### src/rtl/fpnew_pkg.sv
// fpnew_pkg: pipeline split configuration, div/sqrt control FSM states and stage-count helpers.
package fpnew_pkg;
  typedef enum logic [1:0] {BEFORE, AFTER, INSIDE, DISTRIBUTED} pipe_config_t;
  typedef enum logic [1:0] {IDLE = 2'd0, ARM = 2'd1, BUSY = 2'd2, DONE = 2'd3} divsqrt_state_e;
  function automatic int unsigned num_inp_regs(pipe_config_t cfg, int unsigned n);
    return cfg == BEFORE ? n : cfg == DISTRIBUTED ? n / 2 : 0;
  endfunction
  function automatic int unsigned num_out_regs(pipe_config_t cfg, int unsigned n);
    return cfg == BEFORE ? 0 : cfg == DISTRIBUTED ? (n + 1) / 2 : n;
  endfunction
endpackage

### src/rtl/fpnew_divsqrt_ctrl_stage.sv
// fpnew_divsqrt_ctrl_stage: one valid/ready pipeline stage carrying tag and aux.
module fpnew_divsqrt_ctrl_stage #(
  parameter int unsigned TagWidth = 1,
  parameter int unsigned AuxWidth = 1
) (
  input  logic                clk_i,
  input  logic                rst_i,
  input  logic                flush_i,
  input  logic                in_valid_i,
  output logic                in_ready_o,
  input  logic [TagWidth-1:0] in_tag_i,
  input  logic [AuxWidth-1:0] in_aux_i,
  output logic                out_valid_o,
  input  logic                out_ready_i,
  output logic [TagWidth-1:0] out_tag_o,
  output logic [AuxWidth-1:0] out_aux_o,
  output logic                load_o
);
  logic valid_q, valid_d;
  logic [TagWidth-1:0] tag_q, tag_d;
  logic [AuxWidth-1:0] aux_q, aux_d;
  always_comb begin
    in_ready_o = ~valid_q | out_ready_i;
    load_o = in_valid_i & in_ready_o & ~flush_i;
    valid_d = flush_i ? 1'b0 : load_o ? 1'b1 : valid_q & ~out_ready_i;
    tag_d = load_o ? in_tag_i : tag_q;
    aux_d = load_o ? in_aux_i : aux_q;
  end
  always_ff @(posedge clk_i) begin
    valid_q <= rst_i ? 1'b0 : valid_d;
    tag_q <= tag_d;
    aux_q <= aux_d;
  end
  assign out_valid_o = valid_q;
  assign out_tag_o = tag_q;
  assign out_aux_o = aux_q;
endmodule

### src/rtl/fpnew_divsqrt_multi_ctrl.sv
// fpnew_divsqrt_multi_ctrl: handshake/pipeline control around an iterative div/sqrt unit.
// Optional BUSY watchdog enabled by defining FPNEW_DIVSQRT_CTRL_WATCHDOG_EN.
module fpnew_divsqrt_multi_ctrl import fpnew_pkg::*; #(
  parameter int unsigned  NumPipeRegs    = 0,
  parameter pipe_config_t PipeConfig     = AFTER,
  parameter int unsigned  TagWidth       = 1,
  parameter int unsigned  AuxWidth       = 1,
  parameter int unsigned  WatchdogCycles = 64
) (
  input  logic                                          clk_i,
  input  logic                                          rst_i,
  input  logic                                          in_valid_i,
  output logic                                          in_ready_o,
  input  logic [TagWidth-1:0]                           tag_i,
  input  logic [AuxWidth-1:0]                           aux_i,
  input  logic                                          flush_i,
  output logic                                          out_valid_o,
  input  logic                                          out_ready_i,
  output logic [TagWidth-1:0]                           tag_o,
  output logic [AuxWidth-1:0]                           aux_o,
  output logic                                          busy_o,
  output logic [(NumPipeRegs > 0 ? NumPipeRegs : 1)-1:0] reg_enable_o,
  output logic                                          fsm_start_o,
  input  logic                                          fsm_ready_i,
  output logic                                          error_o
);
  localparam int unsigned NI = num_inp_regs(PipeConfig, NumPipeRegs);
  localparam int unsigned NO = num_out_regs(PipeConfig, NumPipeRegs);
  divsqrt_state_e state_q, state_d;
  logic [TagWidth-1:0] tag_q, tag_d;
  logic [AuxWidth-1:0] aux_q, aux_d;
  logic kill, ready_cond, start, out_load0, wd_hit;
  logic [NI:0] iv, ir;
  logic [TagWidth-1:0] it [0:NI];
  logic [AuxWidth-1:0] ia [0:NI];
  logic [NO:0] ov, orr;
  logic [TagWidth-1:0] ot [0:NO];
  logic [AuxWidth-1:0] oa [0:NO];
  assign kill = flush_i | rst_i;
  assign iv[0] = in_valid_i;
  assign it[0] = tag_i;
  assign ia[0] = aux_i;
  assign in_ready_o = ir[0];
  assign ir[NI] = ready_cond;
  assign ov[0] = state_q == DONE;
  assign ot[0] = tag_q;
  assign oa[0] = aux_q;
  assign orr[NO] = out_ready_i;
  genvar i;
  for (i = 0; i < NI; i++) begin : g_inp
    fpnew_divsqrt_ctrl_stage #(.TagWidth(TagWidth), .AuxWidth(AuxWidth)) u_stage (
      .clk_i, .rst_i, .flush_i(kill),
      .in_valid_i(iv[i]), .in_ready_o(ir[i]), .in_tag_i(it[i]), .in_aux_i(ia[i]),
      .out_valid_o(iv[i+1]), .out_ready_i(ir[i+1]), .out_tag_o(it[i+1]), .out_aux_o(ia[i+1]),
      .load_o(reg_enable_o[i])
    );
  end
  for (i = 0; i < NO; i++) begin : g_out
    fpnew_divsqrt_ctrl_stage #(.TagWidth(TagWidth), .AuxWidth(AuxWidth)) u_stage (
      .clk_i, .rst_i, .flush_i(kill),
      .in_valid_i(ov[i]), .in_ready_o(orr[i]), .in_tag_i(ot[i]), .in_aux_i(oa[i]),
      .out_valid_o(ov[i+1]), .out_ready_i(orr[i+1]), .out_tag_o(ot[i+1]), .out_aux_o(oa[i+1]),
      .load_o(reg_enable_o[NI+i])
    );
  end
  if (NumPipeRegs == 0) begin : g_no_regs
    assign reg_enable_o = '0;
  end
  // A start from DONE is only legal when the finished result leaves in the same cycle.
  always_comb begin
    out_load0 = ov[0] & orr[0] & ~kill;
    ready_cond = fsm_ready_i & (state_q == IDLE | out_load0);
    start = iv[NI] & ready_cond & ~kill;
    state_d = kill ? IDLE : start ? ARM : state_q == ARM ? BUSY :
              state_q == BUSY && fsm_ready_i ? DONE : wd_hit ? IDLE : out_load0 ? IDLE : state_q;
    tag_d = start ? it[NI] : tag_q;
    aux_d = start ? ia[NI] : aux_q;
  end
  always_ff @(posedge clk_i) begin
    state_q <= rst_i ? IDLE : state_d;
    tag_q <= tag_d;
    aux_q <= aux_d;
  end
`ifdef FPNEW_DIVSQRT_CTRL_WATCHDOG_EN
  localparam int unsigned CW = $clog2(WatchdogCycles + 1);
  logic [CW-1:0] cnt_q, cnt_d;
  always_comb cnt_d = state_q == ARM ? '0 : state_q == BUSY ? cnt_q + 1'b1 : cnt_q;
  always_ff @(posedge clk_i) cnt_q <= rst_i ? '0 : cnt_d;
  assign wd_hit = state_q == BUSY & ~fsm_ready_i & ~kill & cnt_q == CW'(WatchdogCycles - 1);
`else
  assign wd_hit = 1'b0;
`endif
  assign error_o = wd_hit;
  assign fsm_start_o = start;
  assign out_valid_o = ov[NO] & ~rst_i;
  assign tag_o = ot[NO];
  assign aux_o = oa[NO];
  assign busy_o = ~rst_i & ((iv >> 1) != '0 | (ov >> 1) != '0 | state_q != IDLE);
endmodule

### config.mk
export PLATFORM = sky130hd
export DESIGN_NAME = fpnew_divsqrt_multi_ctrl
export DESIGN_NICKNAME = d
export VERILOG_FILES = /design/src/rtl/fpnew_pkg.sv /design/src/rtl/fpnew_divsqrt_ctrl_stage.sv /design/src/rtl/fpnew_divsqrt_multi_ctrl.sv
export SDC_FILE = /design/constraint.sdc
export NUM_CORES = 1
export LEC_CHECK = 0
export BUFFER_PORTS_ARGS = -buffer_cell sky130_fd_sc_hd__buf_4
export CAP_MARGIN = 20
export CELL_PAD_IN_SITES_DETAIL_PLACEMENT = 0
export CELL_PAD_IN_SITES_GLOBAL_PLACEMENT = 2
export CORE_MARGIN = 5
export CORE_UTILIZATION = 15
export DETAILED_ROUTE_END_ITERATION = 6
export PLACE_DENSITY_LB_ADDON = 0.1
export RECOVER_POWER = 100
export REMOVE_ABC_BUFFERS = 1
export SKIP_LAST_GASP = 1
export SLEW_MARGIN = 20
export SYNTH_ARGS = -nofsm -noshare
export SYNTH_HDL_FRONTEND = slang
export SYNTH_HIERARCHICAL = 1
export SYNTH_SLANG_ARGS = --single-unit
### constraint.sdc
create_clock -name clk_i -period 1.05 [get_ports clk_i]
set_input_delay 0.0525 -clock clk_i [delete_from_list [all_inputs] [get_ports clk_i]]
set_output_delay 0.0525 -clock clk_i [all_outputs]
set_load 0.005 [all_outputs]
==> results of run 1 <==
worst max-delay path, stage by stage, from the launching register on:
cell     delay [ns]
dfxtp_4        0.36
nand3_4        0.07
buf_6          0.12
nor3_4         0.11
o21a_1         0.14
buf_4          0.10
worst max path at each step:
stage,to,cells after the start
after CTS,in_ready_o,5
after floorplan,aux_o,3
final,in_ready_o,5
after detailed placement,tag_o,3
after global placement,tag_o,3
after global routing,in_ready_o,5
power by group:
group | internal (W) | switching, W | total, W
registers | 0.000164 | 0.00000281 | 0.000167
logic | 0.0000509 | 0.0000323 | 0.0000832
clock network | 0.000143 | 0.0000745 | 0.000218
total | 0.000358 | 0.000110 | 0.000468
routing by layer:
layer  part of all wire [%]  up-vias
li1                       -      136
met1                     32      132
met2                     61        9
met5                      0        -
met4                    3.0        0
met3                    4.2        2
final cells by class:
cell class / count / share of cell area, %
clock buffers: 4 / 5.303
inverters: 1 / 0.7576
multi-input cells: 18 / 26.26
flip-flops and latches: 4 / 21.72
well taps: 15 / 3.788
repair buffers: 25 / 42.17
placed cells by master, fill, tap and decap left out:
cell type and count:
conb_1 2, dlygate4sd3_1 4, nand3_4 1, and4_1 1
a21oi_1 1, nor2_2 1, dfxtp_4 2, nand2_1 1
o21ai_0 1, clkbuf_1 1, inv_1 1, nand3b_1 1
o21a_1 2, nor3_2 1, buf_6 3, nor3_4 1
clkbuf_4 7, buf_4 14, nor2_1 3, o21ai_1 1
nand2_4 1, edfxtp_1 2
metrics by stage:
stage          TNS, ns  instance area (um2)  cells
6_report       -0.4986                495.5     67
3_3_place_gp   -0.2195                334.1     54
4_1_cts        -0.5009                456.7     67
5_1_grt        -0.9455                495.5     67
2_1_floorplan  -0.1472                195.2     23
3_5_place_dp   -0.3393                334.1     54
cells in the mapped netlist (2+ instances only):
master,n
nor2_1,4
buf_4,2
dfxtp_1,2
edfxtp_1,2
nand2_1,2
nor3_1,2
o21a_1,2
o21ai_0,2
registers in the layout (all words and copies together) (netlist names):
register / count
aux_o: 1
state_q: 2
tag_o: 1
what timing repair did:
item,4_1_cts,5_1_grt
gates resized for setup,7,9
hold buffers,4,0
pin swaps,2,2
setup buffers,5,0
hold endpoints to repair,3,0
endpoints found under the setup margin,5,7
cells by family after synthesis:
logic type      synth area share, %
compound gates                14.54
simple gates                  26.06
other cells                   1.816
flops                         48.49
buf+inv                       9.087
==> results.json, run 1 <==
{
  "synth_area_leaders": "edfxtp_1 29%, dfxtp_1 19%, buf_4 7.3%, nor2_1 7.3%, o21a_1 7.3%",
  "clock_latency_ns": 0.24,
  "worstReg2RegEnd": "tag_o",
  "reg2reg_slack_ns": -0.09,
  "violations": "negative setup slack",
  "cts_buffer_depth": 2,
  "finalCritPeriodShare_pct": 114.6,
  "synthArstFlopShare_pct": 0,
  "ff2ff_path_depth": 4,
  "clkTransAtPathRegs_ns": 0.04,
  "cap_violations": 0,
  "drive_gt1_share_pct": 59.62,
  "p_leak_nw": 0.2289,
  "fin_ws_ns": -0.1533,
  "place_ws_ns": -0.1486,
  "reg2reg_from": "state_q[0]",
  "pin_count": 16,
  "wire_per_inst_um": 11.04,
  "fillers": 147,
  "ys_types": 14,
  "grt-busiest-layer": "met2",
  "synth_top_cell_by_area": "edfxtp_1",
  "grt_overflow": 0,
  "synth_edf_count": 2,
  "setup_viol": 6,
  "vdd_ir_drop_max_mv": 0.5482,
  "min_path_type": "in2reg",
  "drt_iter0_markers": 7,
  "netlist_area_um2": 206.4,
  "skew_ns": 0.001222,
  "wirelength_um": 740,
  "vias_per_cell": 4.164,
  "rsz0062_at_grt": "yes",
  "nNetsFinal": 61,
  "die_h_um": 47.10,
  "cts_tree": "done",
  "use_met2_pct": 13.01,
  "gp_congestion": 0.7167,
  "fmax_mhz": 831.0,
  "min_from": "flush_i",
  "crit_path_max_fanout": 3,
  "synthCells": 24,
  "die-area_um2": 2218,
  "arrival_ns": 1.15,
  "diodes": 0,
  "drt_pre_antenna_iters": 4,
  "syn2layout_area_growth_pct": 140.0,
  "syn_avg_cell_area_um2": 8.602,
  "finalHoldWorstSlack_ns": 0.1093,
  "route.detailed.drc": 0,
  "io_buffers": 13,
  "h-tree-depth": 1,
  "synth-seq-cells": 4,
  "ys_warn_count": 6,
  "grt_max_degree": 6,
  "synthFlopType": "edfxtp_1",
  "rows": 13,
  "cts_sinks": 4,
  "period_needed_ns": 1.203,
  "power_density_nw_per_um2": 944.6,
  "startpoint_type": "flip-flop",
  "critical_path_class": "reg2out",
  "track_usage_pct": 7.603,
  "initial_utilization_pct": 15.87,
  "antenna_found_initial": 0,
  "die_w_um": 47.10,
  "finalMaxSlewViolations": 0,
  "grt_pass1_wl_um": 1062,
  "regArea_um2": 107.6,
  "grt_pass1_vias": 287,
  "power_w": 0.0004680,
  "yosysTopAreaCellShare_pct": 29.09,
  "cts_root_buf": "clkbuf_4",
  "vias": 279,
  "core-area_um2": 1301,
  "end_kind": "output pin",
  "antenna_left": 0,
  "required_ns": 1.00,
  "cts_buffers": 3,
  "grt_util_met3_pct": 3.448,
  "fin_util_pct": 38.08,
  "status": "finished with violations",
  "worstHoldPathCells": 3,
  "synth-seq-area-share_pct": 48.48,
  "holdPathEnd": "state_q[0]",
  "multi_input_area_um2": 130.1,
  "finalHoldViolations": 0,
  "startpoint": "state_q[0]",
  "use_met1_pct": 5.936
}
No activity file was read; power rests on OpenSTA's default activity.
==> run 2, diff against run 1 <==
- clock period: 1.05 -> 1 ns (I/O delays scaled with it)
==> run 2 against run 1 <==
The run still ends with negative setup slack left. Global-route usage stayed put. Sequential share of layout area stayed put. Count of clock-buffer cells in the layout stayed put. Core utilization stayed put. Total power is 5.1% higher. Non-clock buffer count stayed put. Setup slack worse by 0.047 ns. Register-to-register slack worse by 0.05 ns. Cell count stayed put. Largest cell class unchanged.
==> results.json, run 2 (synthesis gave the netlist of run 1 again) <==
{
  "critPathBufInv": 2,
  "fin_ws_ns": -0.2008,
  "drive_gt1_share_pct": 59.62,
  "h-tree-depth": 1,
  "p_leak_nw": 0.2289,
  "path_cells": "nand3_4 > buf_6 > nor3_4 > o21a_1 > buf_4",
  "vias_per_cell": 4.164,
  "die_h_um": 47.10,
  "cts_tree": "done",
  "final_common_cell": "buf_4",
  "grt_pass1_wl_um": 1062,
  "violations": "negative setup slack",
  "critical_path_class": "reg2out",
  "antenna_found_initial": 0,
  "initial_utilization_pct": 15.87,
  "grt_pass1_vias": 287,
  "period_needed_ns": 1.201,
  "power_density_nw_per_um2": 992.4,
  "rsz0062_at_grt": "yes",
  "grt_overflow": 0,
  "worstHoldPathCells": 3,
  "vias": 279,
  "status": "finished with violations",
  "fmax_mhz": 832.7,
  "end_kind": "output pin",
  "critPathTopFamily": "flip-flops",
  "mostFrequentLayoutCells": "14 x buf_4, 7 x clkbuf_4, 4 x dlygate4sd3_1",
  "reg2reg_slack_ns": -0.14,
  "antenna_left": 0,
  "ff2ff_path_depth": 4,
  "route.detailed.drc": 0,
  "arrival_ns": 1.15,
  "regMostFlops": "state_q",
  "io_buffers": 13,
  "grt_max_degree": 6,
  "cts_root_buf": "clkbuf_4",
  "wire_per_inst_um": 11.03,
  "finalMaxSlewViolations": 0,
  "fillers": 147,
  "cts_buffers": 3,
  "reg2reg_from": "state_q[0]",
  "drt_pre_antenna_iters": 4,
  "finalCritPeriodShare_pct": 120.1,
  "syn2layout_area_growth_pct": 140.0,
  "setup_viol": 7,
  "holdPathEnd": "state_q[0]",
  "finalHoldViolations": 0,
  "skew_ns": 0.001222,
  "cap_violations": 0,
  "vdd_ir_drop_max_mv": 0.5761,
  "startpoint_type": "flip-flop",
  "multi_input_area_um2": 130.1,
  "crit_path_max_fanout": 3,
  "clock_latency_ns": 0.24,
  "cts_buffer_depth": 2,
  "finalHoldWorstSlack_ns": 0.1068,
  "pin_count": 16,
  "die-area_um2": 2218,
  "clkTransAtPathRegs_ns": 0.04,
  "largest_reg_flops": 2,
  "rows": 13,
  "wirelength_um": 739,
  "slowest_delay_ns": 0.36,
  "cpMaxStageDelayCell": "dfxtp_4",
  "die_w_um": 47.10,
  "core-area_um2": 1301,
  "gp_congestion": 0.7165,
  "drt_iter0_markers": 7,
  "required_ns": 0.95,
  "track_usage_pct": 7.603,
  "worstReg2RegEnd": "tag_o",
  "setup-tns-final_ns": -0.8164,
  "diodes": 0,
  "min_from": "flush_i",
  "nNetsFinal": 61,
  "regArea_um2": 107.6,
  "cts_sinks": 4,
  "min_path_type": "in2reg"
}
run 2: worst max path at each step:
stage                    start          to  depth (start not counted)  slack (ns)
finish              state_q[0]  in_ready_o                          5       -0.20
global route        state_q[0]  in_ready_o                          5       -0.27
CTS                 state_q[1]  in_ready_o                          5       -0.20
detailed placement  state_q[0]       tag_o                          3       -0.20
global placement    state_q[0]       tag_o                          3       -0.16
floorplan           state_q[0]       aux_o                          3       -0.12
run 2: cell type report:
type	instances	share of cell area (%)
Inverter	1	0.7576
Tap cell	15	3.788
Clock buffer	4	5.303
Sequential cell	4	21.72
Multi-Input combinational cell	18	26.26
Timing Repair Buffer	25	42.17
run 2: through the flow:
step                setup WS, ns  util, %  cells  instance area (um2)  total power [W]
finish                   -0.2008    38.08     67                495.5        0.0004917
global route             -0.2696    38.08     67                495.5        0.0005191
CTS                      -0.2040    35.10     67                456.7        0.0004983
detailed placement       -0.1986    25.67     54                334.1        0.0002380
global placement         -0.1596    25.67     54                334.1        0.0002380
floorplan                -0.1236        -     23                195.2        0.0001955
run 2: power breakdown:
part / switching, W / internal, W
Clock: 0.0000782 / 0.000151
Combinational: 0.0000341 / 0.0000536
Sequential: 0.00000295 / 0.000172
run 2: per-layer routing:
layer / part of all wire [%] / vias up / global-route usage [%]
met5: 0 / - / 0
met4: 3.0 / 0 / 8.287
met3: 4.2 / 2 / 3.448
met2: 61 / 9 / 13.01
met1: 32 / 132 / 5.936
li1: - / 136 / -
run 2: worst min-delay path: cells and delay by family:
| family | cells | cell delay (ns) |
|---|---|---|
| buffers and inverters | 1 | 0.11 |
| AO/OA/AOI/OAI | 1 | 0.09 |
| AND/OR/NAND/NOR | 1 | 0.06 |
run 2: what timing repair did:
item                                    4_1_cts  5_1_grt
pin swaps                                     2        2
endpoints found under the setup margin        5        8
endpoints found under the hold margin         3        0
gates resized for setup                       7       10
buffers inserted                              5        0
hold buffers                                  4        0
==> run 3, diff against run 2 <==
- MAX_ROUTING_LAYER: default -> met4
- PLACE_DENSITY: default -> 0.7
- PLACE_DENSITY_LB_ADDON: 0.1 -> default
- SKIP_LAST_GASP: 1 -> default
==> run 3 against run 2 <==
The flow still finishes with violations (negative setup slack). Via count decreased by 0.36%. Flip-flop and latch count unchanged. Sequential share of layout area increased by 0.11 points. Core utilization decreased by 0.19 points. First-iteration DRC count decreased by 57%. Critical path depth unchanged. Largest cell class unchanged. Highest routed layer is now met3.
==> results.json, run 3 (synthesis gave the netlist of run 1 again) <==
{
  "fmax_mhz": 823.5,
  "final_area_um2": 493.0,
  "startpoint_type": "flip-flop",
  "io_buffers": 13,
  "initial_utilization_pct": 15.87,
  "grt_overflow": 0,
  "drt_iter0_markers": 3,
  "cts_sinks": 4,
  "period_needed_ns": 1.214,
  "track_usage_pct": 9.848,
  "skew_ns": 0.0004607,
  "p_leak_nw": 0.2166,
  "crit_path_max_fanout": 3,
  "cpMaxStageDelayCell": "dfxtp_4",
  "finalMaxSlewViolations": 0,
  "rows": 13,
  "die_w_um": 47.10,
  "wire_per_inst_um": 12.14,
  "drive_gt1_share_pct": 64.71,
  "cts_tree": "done",
  "violations": "negative setup slack",
  "clkTransAtPathRegs_ns": 0.04,
  "grt_pass1_vias": 328,
  "pin_count": 16,
  "required_ns": 0.95,
  "rsz0062_at_grt": "yes",
  "die-area_um2": 2218,
  "syn2layout_area_growth_pct": 138.8,
  "min_path_type": "in2reg",
  "critPathBufInv": 2,
  "diodes": 0,
  "placed_area_um2": 349.1,
  "arrival_ns": 1.16,
  "status": "finished with violations",
  "route.detailed.drc": 0,
  "vdd_ir_drop_max_mv": 0.3493,
  "vias": 278,
  "worst_path_most_repeated_cell": "buf_6",
  "hpwlAfterDp_um": 481.6,
  "regMostFlops": "state_q",
  "critical_path_class": "reg2out",
  "setup-tns-final_ns": -1.013,
  "fin_ws_ns": -0.2143,
  "finalHoldViolations": 0,
  "drt_pre_antenna_iters": 3,
  "nNetsFinal": 61,
  "h-tree-depth": 1,
  "cts_root_buf": "clkbuf_4",
  "cts_buffers": 3,
  "power_density_nw_per_um2": 953.5,
  "core-area_um2": 1301,
  "reg2reg_slack_ns": -0.13,
  "dp.cells": 56,
  "gp_congestion": 0.7339,
  "grt_pass1_wl_um": 1352,
  "path_cells": "nand3_4 > o21ai_2 > and4_4 > buf_6 > buf_6",
  "wirelength_um": 801,
  "finalCritPeriodShare_pct": 121.4,
  "setup_viol": 7,
  "cap_violations": 0,
  "largest_reg_flops": 2,
  "die_h_um": 47.10,
  "clock_latency_ns": 0.24,
  "final_cells": 66,
  "critPathTopFamily": "flip-flops",
  "mostFrequentLayoutCells": "13 x buf_4, 7 x clkbuf_4, 4 x dlygate4sd3_1, 4 x buf_6",
  "end_kind": "output pin",
  "antenna_found_initial": 0,
  "antenna_left": 0,
  "cts_buffer_depth": 2,
  "fin_util_pct": 37.88,
  "place_ws_ns": -0.1901,
  "final_common_cell": "buf_4",
  "vias_per_cell": 4.212,
  "slowest_delay_ns": 0.36,
  "grt_max_degree": 6
}
## run 3: layout make-up
class | count | area (um2)
sequential | 4 | 107.6
clock buffer | 3 | 22.52
fill | 137 | 808.3
tap | 15 | 18.77
inverter | 1 | 3.754
multi-input combinational | 18 | 127.6
timing repair buffer | 25 | 212.7
## run 3: repair_timing
action,4_1_cts,5_1_grt
endpoints found under the hold margin,3,0
hold buffers,4,0
gates resized for setup,14,6
pin swaps,2,3
setup buffers,6,0
endpoints found under the setup margin,6,8
## run 3: final timing paths
path / startpoint / endpoint / depth (start not counted)
max: state_q[0] / fsm_start_o / 5
max reg2reg: state_q[0] / aux_o / 4
min reg2reg: state_q[0] / state_q[1] / 3
min: flush_i / state_q[0] / 3
## run 3: report_power, final
part / total [W] / switching, W / internal, W
logic: 0.0000878 / 0.0000330 / 0.0000548
registers: 0.000175 / 0.00000298 / 0.000172
clock network: 0.000207 / 0.0000721 / 0.000135
## run 3: metal layers
layer / vias up / routed length (um) / global-route usage (%)
met4: 0 / 0 / 6.630
met1: 129 / 270 / 7.534
met2: 14 / 451 / 18.70
met5: - / 0 / -
met3: 0 / 79 / 3.448
li1: 135 / - / -
## run 3: per-stage QoR
| stage | hold WS (ns) | power, W |
|---|---|---|
| 2_1_floorplan | 0.1268 | 0.0001955 |
| 5_1_grt | 0.09766 | 0.0005007 |
| 6_report | 0.09467 | 0.0004700 |
| 4_1_cts | 0.08422 | 0.0004918 |
| 3_5_place_dp | 0.2308 | 0.0002399 |
| 3_3_place_gp | 0.2285 | 0.0002404 |
## run 3: worst register-to-register path: cells and delay by family (launching register included)
family | cells | cell delay (ns)
and+or+nand+nor | 2 | 0.33
DFF | 1 | 0.36
buffers and inverters | 1 | 0.10
AOI/OAI and AO/OA | 1 | 0.07
